File: src/rtl/ddr_test_seq_ctrl.sv
// ============================================================================
// Module  : ddr_test_seq_ctrl
// Brief   : DDR3 AXI traffic-test sequencer: one-shot init, then LFSR-driven
//           write/read-back command pairs. Optional: DDR_TEST_STOP_ON_ERR_EN.
// Revision: 1.0
// ============================================================================
`default_nettype none

module ddr_test_seq_ctrl #(
  parameter int          CTRL_ADDR_WIDTH = 28,
  parameter int          MEM_SPACE_AW    = 18,
  parameter logic [31:0] LFSR_SEED       = 32'h1357_9BDF,
  parameter int          NUM_ITER        = 0,
  parameter int          RD_GAP          = 32
) (
  input  logic                       clk,
  input  logic                       rst,
  input  logic                       test_start,
  input  logic                       init_done,
  output logic                       init_start,
  output logic                       write_en,
  input  logic                       write_done_p,
  output logic                       read_en,
  input  logic                       read_done_p,
  input  logic                       err_flag,
  output logic [CTRL_ADDR_WIDTH-1:0] random_rw_addr,
  output logic [3:0]                 random_axi_id,
  output logic [3:0]                 random_axi_len,
  output logic                       err_latched,
  output logic                       test_done,
  output logic [31:0]                wr_cmd_cnt,
  output logic [31:0]                rd_cmd_cnt,
  output logic [2:0]                 state_dbg
);

  localparam logic [2:0] S_IDLE = 3'd0;
  localparam logic [2:0] S_INIT = 3'd1;
  localparam logic [2:0] S_WR   = 3'd2;
  localparam logic [2:0] S_GAP  = 3'd3;
  localparam logic [2:0] S_RD   = 3'd4;
  localparam logic [2:0] S_DONE = 3'd5;
  localparam logic [2:0] S_STOP = 3'd6;

  // Galois form of x^32+x^22+x^2+x+1
  localparam logic [31:0] LFSR_MASK = 32'h8020_0003;
  localparam logic [7:0]  GAP_LAST  = 8'(RD_GAP - 1);
  localparam logic [31:0] ITER_W    = 32'(NUM_ITER);

`ifdef DDR_TEST_STOP_ON_ERR_EN
  localparam bit STOP_EN = 1'b1;
`else
  localparam bit STOP_EN = 1'b0;
`endif

  logic [2:0]                 state_q, state_d;
  logic [31:0]                lfsr_q, lfsr_d;
  logic                       init_latch_q, init_latch_d;
  logic                       init_start_q, init_start_d;
  logic                       write_en_q, write_en_d;
  logic                       read_en_q, read_en_d;
  logic [CTRL_ADDR_WIDTH-1:0] addr_q, addr_d;
  logic [3:0]                 id_q, id_d;
  logic [3:0]                 len_q, len_d;
  logic                       err_q, err_d;
  logic                       done_q, done_d;
  logic [31:0]                wr_cnt_q, wr_cnt_d;
  logic [31:0]                rd_cnt_q, rd_cnt_d;
  logic [31:0]                pair_q, pair_d;
  logic [7:0]                 gap_q, gap_d;
  logic [31:0]                w_lfsr_next;
  logic                       w_load;
  logic                       w_err;

  function automatic logic [31:0] lfsr_step(input logic [31:0] l);
    return l[0] ? ((l >> 1) ^ LFSR_MASK) : (l >> 1);
  endfunction

  assign w_lfsr_next = lfsr_step(lfsr_q);
  assign w_err       = err_q | err_flag;

  always_comb begin
    state_d      = state_q;
    init_latch_d = init_latch_q;
    init_start_d = init_start_q;
    write_en_d   = write_en_q;
    read_en_d    = read_en_q;
    err_d        = w_err;
    done_d       = done_q;
    wr_cnt_d     = wr_cnt_q;
    rd_cnt_d     = rd_cnt_q;
    pair_d       = pair_q;
    gap_d        = gap_q;
    w_load       = 1'b0;

    case (state_q)
      S_IDLE: begin
        if (STOP_EN && w_err) begin
          state_d = S_STOP;
        end else if (test_start) begin
          if (!init_latch_q) begin
            state_d      = S_INIT;
            init_start_d = 1'b1;
          end else begin
            state_d    = S_WR;
            write_en_d = 1'b1;
            w_load     = 1'b1;
          end
        end
      end
      S_INIT: begin
        // init_start drops first; the write is launched one edge later
        if (init_latch_q) begin
          state_d    = S_WR;
          write_en_d = 1'b1;
          w_load     = 1'b1;
        end else if (init_done) begin
          init_start_d = 1'b0;
          init_latch_d = 1'b1;
        end
      end
      S_WR: begin
        if (write_done_p) begin
          write_en_d = 1'b0;
          wr_cnt_d   = wr_cnt_q + 32'd1;
          gap_d      = 8'd0;
          state_d    = (STOP_EN && w_err) ? S_STOP : S_GAP;
        end
      end
      S_GAP: begin
        if (STOP_EN && w_err) begin
          state_d = S_STOP;
        end else if (gap_q == GAP_LAST) begin
          state_d   = S_RD;
          read_en_d = 1'b1;
        end else begin
          gap_d = gap_q + 8'd1;
        end
      end
      S_RD: begin
        if (read_done_p) begin
          read_en_d = 1'b0;
          rd_cnt_d  = rd_cnt_q + 32'd1;
          pair_d    = pair_q + 32'd1;
          if (STOP_EN && w_err) begin
            state_d = S_STOP;
          end else if ((ITER_W != 32'd0) && (pair_d == ITER_W)) begin
            state_d = S_DONE;
            done_d  = 1'b1;
          end else if (!test_start) begin
            state_d = S_IDLE;
          end else begin
            state_d    = S_WR;
            write_en_d = 1'b1;
            w_load     = 1'b1;
          end
        end
      end
      S_DONE, S_STOP: state_d = state_q;
      default:        state_d = S_IDLE;
    endcase
  end

  // Command fields are 128-unit aligned so a 16x8-unit burst stays in range
  always_comb begin
    lfsr_d = lfsr_q;
    addr_d = addr_q;
    id_d   = id_q;
    len_d  = len_q;
    if (w_load) begin
      lfsr_d                   = w_lfsr_next;
      id_d                     = w_lfsr_next[3:0];
      len_d                    = w_lfsr_next[7:4];
      addr_d                   = '0;
      addr_d[MEM_SPACE_AW-1:7] = w_lfsr_next[8 +: MEM_SPACE_AW-7];
    end
  end

  always_ff @(posedge clk) begin
    if (rst) begin
      state_q      <= S_IDLE;
      lfsr_q       <= LFSR_SEED;
      init_latch_q <= 1'b0;
      init_start_q <= 1'b0;
      write_en_q   <= 1'b0;
      read_en_q    <= 1'b0;
      addr_q       <= '0;
      id_q         <= 4'd0;
      len_q        <= 4'd0;
      err_q        <= 1'b0;
      done_q       <= 1'b0;
      wr_cnt_q     <= 32'd0;
      rd_cnt_q     <= 32'd0;
      pair_q       <= 32'd0;
      gap_q        <= 8'd0;
    end else begin
      state_q      <= state_d;
      lfsr_q       <= lfsr_d;
      init_latch_q <= init_latch_d;
      init_start_q <= init_start_d;
      write_en_q   <= write_en_d;
      read_en_q    <= read_en_d;
      addr_q       <= addr_d;
      id_q         <= id_d;
      len_q        <= len_d;
      err_q        <= err_d;
      done_q       <= done_d;
      wr_cnt_q     <= wr_cnt_d;
      rd_cnt_q     <= rd_cnt_d;
      pair_q       <= pair_d;
      gap_q        <= gap_d;
    end
  end

  assign init_start     = init_start_q;
  assign write_en       = write_en_q;
  assign read_en        = read_en_q;
  assign random_rw_addr = addr_q;
  assign random_axi_id  = id_q;
  assign random_axi_len = len_q;
  assign err_latched    = err_q;
  assign test_done      = done_q;
  assign wr_cmd_cnt     = wr_cnt_q;
  assign rd_cmd_cnt     = rd_cnt_q;
  assign state_dbg      = state_q;

endmodule

`default_nettype wire

File: config.mk
export PLATFORM = sky130hd
export DESIGN_NAME = ddr_test_seq_ctrl
export DESIGN_NICKNAME = d
export VERILOG_FILES = /design/src/rtl/ddr_test_seq_ctrl.sv
export SDC_FILE = /design/constraint.sdc
export NUM_CORES = 1
export LEC_CHECK = 0
export CORE_MARGIN = 3
export CORE_UTILIZATION = 65
export DETAILED_ROUTE_END_ITERATION = 16
export DONT_BUFFER_PORTS = 1
export PLACE_DENSITY = 0.88
export SLEW_MARGIN = 30
export SYNTH_ARGS = -nofsm -noshare
export SYNTH_HDL_FRONTEND = slang
export SYNTH_SLANG_ARGS = --single-unit
File: constraint.sdc
create_clock -name clk -period 3.6 [get_ports clk]
set_clock_uncertainty 0.15 [all_clocks]
set_input_delay 0.54 -clock clk [delete_from_list [all_inputs] [get_ports clk]]
set_output_delay 0.54 -clock clk [all_outputs]
set_load 0.02 [all_outputs]
==> results of run 1 <==
## worst reg2reg max path: stages, from the launching register on
cell and delay [ns]:
dfxtp_1 0.72, and4bb_2 0.52, nand4_2 0.41, nor4_1 0.46
mux2_2 0.37
## layout make-up
cell class / instances / area [µm²] / area share
multi-input cells: 494 / 2977 / 0.4696
flip-flops and latches: 127 / 2544 / 0.4013
clock buffers: 17 / 414.1 / 0.06534
clock inverters: 15 / 160.2 / 0.02527
well taps: 108 / 135.1 / 0.02132
repair buffers: 5 / 60.06 / 0.009475
inverters: 13 / 48.80 / 0.007698
## worst max path at each step
stage | from | to | slack, ns | cells after the start
finish | state_dbg[2]$_SDFFE_PP0P_ | rd_cmd_cnt[31]$_SDFFE_PP0P_ | 0.88 | 4
global route | state_dbg[2]$_SDFFE_PP0P_ | rd_cmd_cnt[31]$_SDFFE_PP0P_ | 0.71 | 4
CTS | state_dbg[2]$_SDFFE_PP0P_ | rd_cmd_cnt[31]$_SDFFE_PP0P_ | 0.91 | 4
detailed placement | state_dbg[2]$_SDFFE_PP0P_ | rd_cmd_cnt[31]$_SDFFE_PP0P_ | 0.93 | 4
global placement | state_dbg[2]$_SDFFE_PP0P_ | rd_cmd_cnt[31]$_SDFFE_PP0P_ | 1.01 | 4
floorplan | rd_cmd_cnt[0]$_SDFFE_PP0P_ | rd_cmd_cnt[26]$_SDFFE_PP0P_ | 1.55 | 5
## power groups by stage
stage / registers [W] / clock network [W] / logic (W)
3_3_place_gp: 0.00170 / 0 / 0.000423
2_1_floorplan: 0.00164 / 0 / 0.000442
6_report: 0.00167 / 0.00164 / 0.000473
4_1_cts: 0.00167 / 0.00166 / 0.000468
5_1_grt: 0.00169 / 0.00173 / 0.000529
3_5_place_dp: 0.00170 / 0 / 0.000444
## placed cells by master (no fill, tap or decap), types with 4 or more instances in the layout
cell type / synthesis / final
a311oi_1: 4 / 4
or3_1: 16 / 16
xnor2_1: 5 / 5
conb_1: 1 / 18
nand2_1: 33 / 33
o21ai_0: 56 / 56
and4_1: 9 / 9
a21oi_1: 75 / 75
and2_1: 6 / 6
or4_1: 31 / 31
mux2_2: 4 / 4
and3_1: 8 / 8
nand3_1: 72 / 72
xor2_1: 14 / 14
clkinv_4: 0 / 5
a211oi_1: 4 / 4
o211ai_1: 4 / 4
nor3_1: 4 / 4
inv_1: 12 / 11
nand2b_1: 4 / 4
mux2i_1: 6 / 6
o31ai_1: 30 / 30
dfxtp_1: 127 / 126
nand4_1: 20 / 20
nor2_1: 28 / 28
clkbuf_16: 0 / 16
## metal layers
layer / wire, µm / global-route usage
met5: 0 / 0
met4: 184 / 0.1104
met3: 983 / 0.07576
met2: 6853 / 0.4261
met1: 5531 / 0.3279
## per-stage QoR
step | area (µm²) | hold WS (ns) | utilization | worst slack (ns)
final | 6339 | 0.04581 | 0.7233 | 0.8759
after global routing | 6339 | 0.03012 | 0.7233 | 0.7098
after CTS | 6339 | 0.02643 | 0.7233 | 0.9117
after detailed placement | 5727 | 0.3061 | 0.6535 | 0.9284
after global placement | 5727 | 0.2891 | 0.6535 | 1.011
after floorplan | 5953 | 0.2883 | - | 1.554
## kinds of logic (layout without fill, tap and decap cells)
logic type,Yosys count,in the layout,share of synthesized area
DFF,127,127,0.4317
other,1,18,0.0006367
xor gates and xnor gates,19,19,0.02826
muxes,10,10,0.01785
and+or+nand+nor,251,251,0.2484
buffers and inverters,85,50,0.07372
adders and majority gates,3,3,0.006374
AOI/OAI and AO/OA,193,193,0.1931
## state kept, by name, indices dropped and copies added, names as in the netlist
name            count
lfsr_q             32
err_latched         1
gap_q               8
read_en             1
write_en            1
random_axi_len      3
wr_cmd_cnt         32
init_latch_q        1
init_start          1
random_rw_addr      8
random_axi_id       4
rd_cmd_cnt         32
state_dbg           3
==> report_table.html, run 1 <==
<table>
<tr><th>Metric</th><th>Value</th></tr>
<tr><th colspan="2">Final layout</th></tr>
<tr><td>Count of antenna diodes in the layout</td><td>0</td></tr>
<tr><td>Final #Nets</td><td>668</td></tr>
<tr><td>Final Non-Filler Cells</td><td>779</td></tr>
<tr><td>Filler cell count in the final layout</td><td>645</td></tr>
<tr><td>Fraction of final layout cells with drive strength greater than 1</td><td>0.07899</td></tr>
<tr><td>Layout Area Growth over Synthesis</td><td>7.627%</td></tr>
<tr><th colspan="2">Floorplan</th></tr>
<tr><td>Core area</td><td>0.008763 mm²</td></tr>
<tr><td>Die outline width</td><td>101.2 µm</td></tr>
<tr><td>Number of primary I/O pins</td><td>115</td></tr>
<tr><td>Die Y-Extent</td><td>101.2 µm</td></tr>
<tr><td>Area enclosed by the die boundary</td><td>0.01024 mm²</td></tr>
<tr><td>Number of cell rows</td><td>34</td></tr>
<tr><td>Starting density of the core</td><td>0.6720</td></tr>
<tr><th colspan="2">Power and ir drop</th></tr>
<tr><td>Overall power of the completed layout</td><td>0.003781 W</td></tr>
<tr><td>Clock power share</td><td>0.433</td></tr>
<tr><td>Share of power burned in combinational logic</td><td>0.125</td></tr>
<tr><td>Part of the power in registers</td><td>0.442</td></tr>
<tr><td>Net Sw Power</td><td>0.001121 W</td></tr>
<tr><td>Internal Power</td><td>0.002660 W</td></tr>
<tr><td>Static leakage power</td><td>2.109 nW</td></tr>
<tr><td>Switching Share</td><td>0.2966</td></tr>
<tr><td>Power density relative to cell area</td><td>596.6 mW/mm²</td></tr>
<tr><td>Max rail drop VDD</td><td>0.3843 mV</td></tr>
<tr><th colspan="2">GRT</th></tr>
<tr><td>GRT Total Usage</td><td>0.2628</td></tr>
<tr><td>Maximum number of pins on one net before global-route repair</td><td>93</td></tr>
<tr><td>Wire length of the first global-routing pass</td><td>22.17 mm</td></tr>
<tr><td>Total global routing overflow</td><td>0</td></tr>
<tr><td>Number of global-route vias before repair</td><td>4794</td></tr>
<tr><td>Antenna violations before repair</td><td>0</td></tr>
<tr><th colspan="2">Clocking</th></tr>
<tr><td>Number of clock sinks</td><td>127</td></tr>
<tr><td>H-tree levels</td><td>4</td></tr>
<tr><td>Clock tree from TritonCTS</td><td>yes</td></tr>
<tr><td>CTS-repair resized insts</td><td>0</td></tr>
<tr><td>Clock-pin slew reported for the worst setup and hold paths after clock tree synthesis</td><td>0.06 ns</td></tr>
<tr><td>Later-pin clock latency in the skew report</td><td>0.51 ns</td></tr>
<tr><td>Cts bufs inserted</td><td>17</td></tr>
<tr><td>Post-CTS Hold Buffers</td><td>2</td></tr>
<tr><td>CTS Root Buffer Type</td><td>clkbuf_8</td></tr>
<tr><td>Number of buffers inserted to repair setup after CTS</td><td>0</td></tr>
<tr><td>Clock buffer depth</td><td>2</td></tr>
<tr><th colspan="2">Yosys</th></tr>
<tr><td>Area of the mapped netlist</td><td>0.005889 mm²</td></tr>
<tr><td>Total number of yosys warnings</td><td>0</td></tr>
<tr><td>Dominant synthesized flop cell</td><td>dfxtp_1</td></tr>
<tr><td>Fraction of registers with async set or reset after synthesis</td><td>0</td></tr>
<tr><td>Flops &amp; latches, synth</td><td>127</td></tr>
<tr><td>Most common cell in the netlist</td><td>dfxtp_1</td></tr>
<tr><td>Synth area leader</td><td>dfxtp_1</td></tr>
<tr><td>Average size of a mapped cell</td><td>8.548 µm²</td></tr>
<tr><td>Sequential-to-total area share from yosys stat</td><td>0.4317</td></tr>
<tr><td>Mapped Cells</td><td>689</td></tr>
<tr><td>Count of flip-flops with a built-in enable after synthesis</td><td>0</td></tr>
<tr><td>Cells taking the most area after synthesis</td><td>dfxtp_1, a21oi_1, nand3_1</td></tr>
<tr><td>Most numerous cell types in the synthesized netlist</td><td>dfxtp_1, a21oi_1, nand3_1</td></tr>
<tr><td>Portion of synthesized cell area occupied by the leading cell type</td><td>0.4317</td></tr>
<tr><td>Library cells used by synthesis</td><td>55</td></tr>
<tr><th colspan="2">Min path</th></tr>
<tr><td>WHS Path Cells</td><td>2</td></tr>
<tr><td>Hold-critical path endpoint</td><td>state_dbg[1]$_SDFFE_PP0P_</td></tr>
<tr><td>Worst min path class</td><td>in -&gt; reg</td></tr>
<tr><td>HP Start</td><td>rst</td></tr>
<tr><th colspan="2">Drt</th></tr>
<tr><td>Wirelength, routed</td><td>13.55 mm</td></tr>
<tr><td>Count of antenna-violating nets left after detailed routing</td><td>0</td></tr>
<tr><td>Initial drt markers</td><td>284</td></tr>
<tr><td>Number of optimization iterations in the first detailed-route pass</td><td>4</td></tr>
<tr><td>Total DRC errors in the routed layout</td><td>0</td></tr>
<tr><td>Via/cell ratio</td><td>6.630</td></tr>
<tr><td>WL per Instance</td><td>17.40 µm</td></tr>
<tr><td>Total vias in the final route</td><td>5165</td></tr>
<tr><th colspan="2">Worst setup path</th></tr>
<tr><td>Startpoint of the lowest-slack register-to-register path</td><td>state_dbg[2]$_SDFFE_PP0P_</td></tr>
<tr><td>Data required time at the worst endpoint</td><td>3.85 ns</td></tr>
<tr><td>Register-to-register path setup slack</td><td>0.88 ns</td></tr>
<tr><td>Number of buffers and inverters on the critical path</td><td>0</td></tr>
<tr><td>Sort of element at the end of the critical path</td><td>register</td></tr>
<tr><td>R2R Path End</td><td>rd_cmd_cnt[31]$_SDFFE_PP0P_</td></tr>
<tr><td>Delay of the slowest critical-path stage</td><td>0.72 ns</td></tr>
<tr><td>Cell depth of the worst flop-to-flop path</td><td>4</td></tr>
<tr><td>Crit-path slowest cell</td><td>dfxtp_1</td></tr>
<tr><td>Crit Path Max Fanout</td><td>19</td></tr>
<tr><td>Worst EP arrival</td><td>2.98 ns</td></tr>
<tr><td>Top cell family by delay on the critical path</td><td>simple AND/OR/NAND/NOR gates</td></tr>
<tr><td>Start-to-end type of the worst setup path</td><td>reg -&gt; reg</td></tr>
<tr><td>Series of cell instances along the critical path</td><td>and4bb_2 -&gt; nand4_2 -&gt; nor4_1 -&gt; mux2_2</td></tr>
<tr><td>Setup crit start kind</td><td>register</td></tr>
<tr><th colspan="2">Run</th></tr>
<tr><td>Max-cap violations</td><td>0</td></tr>
<tr><th colspan="2">Placement</th></tr>
<tr><td>Placed instance count</td><td>745</td></tr>
<tr><td>Placer's final routability congestion estimate</td><td>0.9123</td></tr>
<tr><td>DPL Wire Length</td><td>8.467 mm</td></tr>
<tr><td># port buffers</td><td>0</td></tr>
<tr><th colspan="2">Timing</th></tr>
<tr><td>Max-slew headroom at the worst pin</td><td>0.4426</td></tr>
<tr><td>Period minus WS final</td><td>2.724 ns</td></tr>
<tr><td>Setup repair after global routing missed its margin</td><td>no</td></tr>
<tr><td>Period utilization</td><td>0.7567</td></tr>
<tr><td>Number of failing setup endpoints in the final timing report</td><td>0</td></tr>
<tr><td>Final number of hold-violating endpoints</td><td>0</td></tr>
<tr><td>TNS Setup</td><td>0 ns</td></tr>
<tr><td>Tightest Pin Transition</td><td>0.8310 ns</td></tr>
<tr><td>Fmax</td><td>367.1 MHz</td></tr>
<tr><td>Slew Limit Fails</td><td>0</td></tr>
<tr><th colspan="2">Outcome</th></tr>
<tr><td>Status</td><td>completed</td></tr>
</table>
(Power assumes the default switching activity.)
==> inputs of run 2 (changes only) <==
- CORE_UTILIZATION: 65 -> 63
- PLACE_DENSITY: 0.88 -> 0.86
- clock period: 3.6 -> 2.8 ns (I/O delays scaled with it)
==> run 2 against run 1 <==
  * Cell area increased by 1.8%
  * Non-clock buffer count is 12 higher
  * Register-to-register slack worse by 0.60 ns
  * Combinational power up 47%
  * Via count rose by 2.1%
  * Fmax is 8.0% higher
  * First-iteration DRC count decreased by 17%
  * Critical path depth unchanged
  * Final cell count increased by 1.5%
  * Highest routed layer unchanged
==> report_table.html, run 2 (same netlist as run 1, synthesis figures left out) <==
<table>
<tr><th>Metric</th><th>Value</th></tr>
<tr><th colspan="2">Outcome</th></tr>
<tr><td>Status</td><td>completed</td></tr>
<tr><th colspan="2">Timing</th></tr>
<tr><td>Number of failing setup endpoints in the final timing report</td><td>0</td></tr>
<tr><td>Period utilization</td><td>0.9005</td></tr>
<tr><td>Final number of hold-violating endpoints</td><td>0</td></tr>
<tr><td>TNS Setup</td><td>0 ns</td></tr>
<tr><td>Post-layout worst setup margin</td><td>0.2785 ns</td></tr>
<tr><td>Slew Limit Fails</td><td>0</td></tr>
<tr><td>Period minus WS final</td><td>2.521 ns</td></tr>
<tr><td>Setup repair after global routing missed its margin</td><td>no</td></tr>
<tr><td>Fmax</td><td>396.6 MHz</td></tr>
<tr><td>Max-slew headroom at the worst pin</td><td>0.4704</td></tr>
<tr><td>Tightest Pin Transition</td><td>0.7891 ns</td></tr>
<tr><th colspan="2">Min path</th></tr>
<tr><td>Worst min path class</td><td>in -&gt; reg</td></tr>
<tr><th colspan="2">Placement</th></tr>
<tr><td>Placed instance area</td><td>0.005802 mm²</td></tr>
<tr><td>Placer's final routability congestion estimate</td><td>0.9359</td></tr>
<tr><td>DPL Wire Length</td><td>8.626 mm</td></tr>
<tr><td>Post-placement worst setup slack</td><td>0.3851 ns</td></tr>
<tr><td>Placed instance count</td><td>755</td></tr>
<tr><td># port buffers</td><td>0</td></tr>
<tr><th colspan="2">GRT</th></tr>
<tr><td>Number of global-route vias before repair</td><td>4795</td></tr>
<tr><td>Total global routing overflow</td><td>0</td></tr>
<tr><td>Antenna violations before repair</td><td>0</td></tr>
<tr><td>Maximum number of pins on one net before global-route repair</td><td>102</td></tr>
<tr><td>GRT Total Usage</td><td>0.2637</td></tr>
<tr><td>Wire length of the first global-routing pass</td><td>22.40 mm</td></tr>
<tr><th colspan="2">Final layout</th></tr>
<tr><td>Fraction of final layout cells with drive strength greater than 1</td><td>0.08931</td></tr>
<tr><td>Count of antenna diodes in the layout</td><td>0</td></tr>
<tr><td>Final Instance Area</td><td>0.006454 mm²</td></tr>
<tr><td>Filler cell count in the final layout</td><td>648</td></tr>
<tr><td>Final #Nets</td><td>680</td></tr>
<tr><td>Most common library cell in the layout ignoring fill and taps</td><td>dfxtp_1</td></tr>
<tr><td>Final Non-Filler Cells</td><td>791</td></tr>
<tr><td>Layout Area Growth over Synthesis</td><td>9.581%</td></tr>
<tr><td>Leading cell types in the layout, fill and taps excluded</td><td>dfxtp_1, a21oi_1, nand3_1, o21ai_0, nand2_1</td></tr>
<tr><th colspan="2">Power and ir drop</th></tr>
<tr><td>Power density relative to cell area</td><td>772.0 mW/mm²</td></tr>
<tr><td>Max rail drop VDD</td><td>0.5165 mV</td></tr>
<tr><td>Static leakage power</td><td>2.179 nW</td></tr>
<tr><th colspan="2">Clocking</th></tr>
<tr><td>Clock-pin slew reported for the worst setup and hold paths after clock tree synthesis</td><td>0.06 ns</td></tr>
<tr><td>H-tree levels</td><td>4</td></tr>
<tr><td>Number of clock sinks</td><td>127</td></tr>
<tr><td>Post-CTS Hold Buffers</td><td>4</td></tr>
<tr><td>Later-pin clock latency in the skew report</td><td>0.51 ns</td></tr>
<tr><td>CTS-repair resized insts</td><td>0</td></tr>
<tr><td>Cts bufs inserted</td><td>17</td></tr>
<tr><td>Clock tree from TritonCTS</td><td>yes</td></tr>
<tr><td>Clock buffer depth</td><td>2</td></tr>
<tr><td>CTS Root Buffer Type</td><td>clkbuf_8</td></tr>
<tr><td>Number of buffers inserted to repair setup after CTS</td><td>0</td></tr>
<tr><th colspan="2">Worst setup path</th></tr>
<tr><td>Delay of the slowest critical-path stage</td><td>0.49 ns</td></tr>
<tr><td>Top cell family by delay on the critical path</td><td>simple AND/OR/NAND/NOR gates</td></tr>
<tr><td>Crit-path slowest cell</td><td>dfxtp_1</td></tr>
<tr><td>Data required time at the worst endpoint</td><td>3.04 ns</td></tr>
<tr><td>Sort of element at the end of the critical path</td><td>register</td></tr>
<tr><td>Crit Path Max Fanout</td><td>19</td></tr>
<tr><td>Setup crit start kind</td><td>register</td></tr>
<tr><td>Series of cell instances along the critical path</td><td>and4bb_2 -&gt; nand4_2 -&gt; nor4_1 -&gt; mux2_2</td></tr>
<tr><td>Worst EP arrival</td><td>2.77 ns</td></tr>
<tr><td>Number of buffers and inverters on the critical path</td><td>0</td></tr>
<tr><td>Start-to-end type of the worst setup path</td><td>reg -&gt; reg</td></tr>
<tr><th colspan="2">Drt</th></tr>
<tr><td>Total DRC errors in the routed layout</td><td>0</td></tr>
<tr><td>Count of antenna-violating nets left after detailed routing</td><td>0</td></tr>
<tr><td>WL per Instance</td><td>17.79 µm</td></tr>
<tr><td>Via/cell ratio</td><td>6.670</td></tr>
<tr><td>Number of optimization iterations in the first detailed-route pass</td><td>5</td></tr>
<tr><td>Wirelength, routed</td><td>14.07 mm</td></tr>
<tr><td>Total vias in the final route</td><td>5276</td></tr>
<tr><td>Initial drt markers</td><td>236</td></tr>
<tr><th colspan="2">Floorplan</th></tr>
<tr><td>Number of cell rows</td><td>34</td></tr>
<tr><td>Starting density of the core</td><td>0.6624</td></tr>
<tr><td>Area enclosed by the die boundary</td><td>0.01054 mm²</td></tr>
<tr><td>Number of primary I/O pins</td><td>115</td></tr>
<tr><td>Die Y-Extent</td><td>102.7 µm</td></tr>
<tr><td>Core area</td><td>0.008891 mm²</td></tr>
<tr><td>Die outline width</td><td>102.7 µm</td></tr>
<tr><th colspan="2">Run</th></tr>
<tr><td>Max-cap violations</td><td>0</td></tr>
</table>
==> run 2: final timing paths <==
kind / cells after the start / end / slack, ns / from
setup / recovery: 4 / rd_cmd_cnt[31]$_SDFFE_PP0P_ / 0.28 / state_dbg[2]$_SDFFE_PP0P_
hold / removal: 2 / write_en$_SDFFE_PP0P_ / 0.02 / rst
setup reg to reg: 4 / rd_cmd_cnt[31]$_SDFFE_PP0P_ / 0.28 / state_dbg[2]$_SDFFE_PP0P_
hold reg to reg: 2 / lfsr_q[26]$_SDFFE_PP0P_ / 0.31 / lfsr_q[27]$_SDFFE_PP0P_
==> run 2: layout make-up <==
cell class / count / area, µm² / area share
multi-input cells: 494 / 2977 / 0.4612
flip-flops and latches: 127 / 2544 / 0.3941
clock buffers: 20 / 445.4 / 0.06902
repair buffers: 17 / 155.1 / 0.02404
clock inverters: 12 / 148.9 / 0.02307
well taps: 108 / 135.1 / 0.02094
inverters: 13 / 48.80 / 0.007561
==> run 2: metal layers <==
metal  vias up  track usage  wire, µm
met5         -            0         0
met3        26      0.09811      1203
met2       225       0.4305      6919
li1       2494            -         -
met1      2531       0.3167      5695
met4         0       0.1009       251
==> run 2: power by group <==
group          total, W  switching, W  internal (W)
Sequential      0.00210      0.000154       0.00194
Clock           0.00219      0.000853       0.00134
Combinational  0.000694      0.000466      0.000228
Total           0.00498       0.00147       0.00351
==> run 2: metrics by stage <==
stage / hold slack (ns) / util / total power [W]
floorplan: 0.2883 / - / 0.002683
global placement: 0.2902 / 0.6525 / 0.002749
detailed placement: 0.2988 / 0.6525 / 0.002786
CTS: 0.0006621 / 0.7259 / 0.005008
global route: 0.01537 / 0.7259 / 0.005206
finish: 0.02182 / 0.7259 / 0.004982
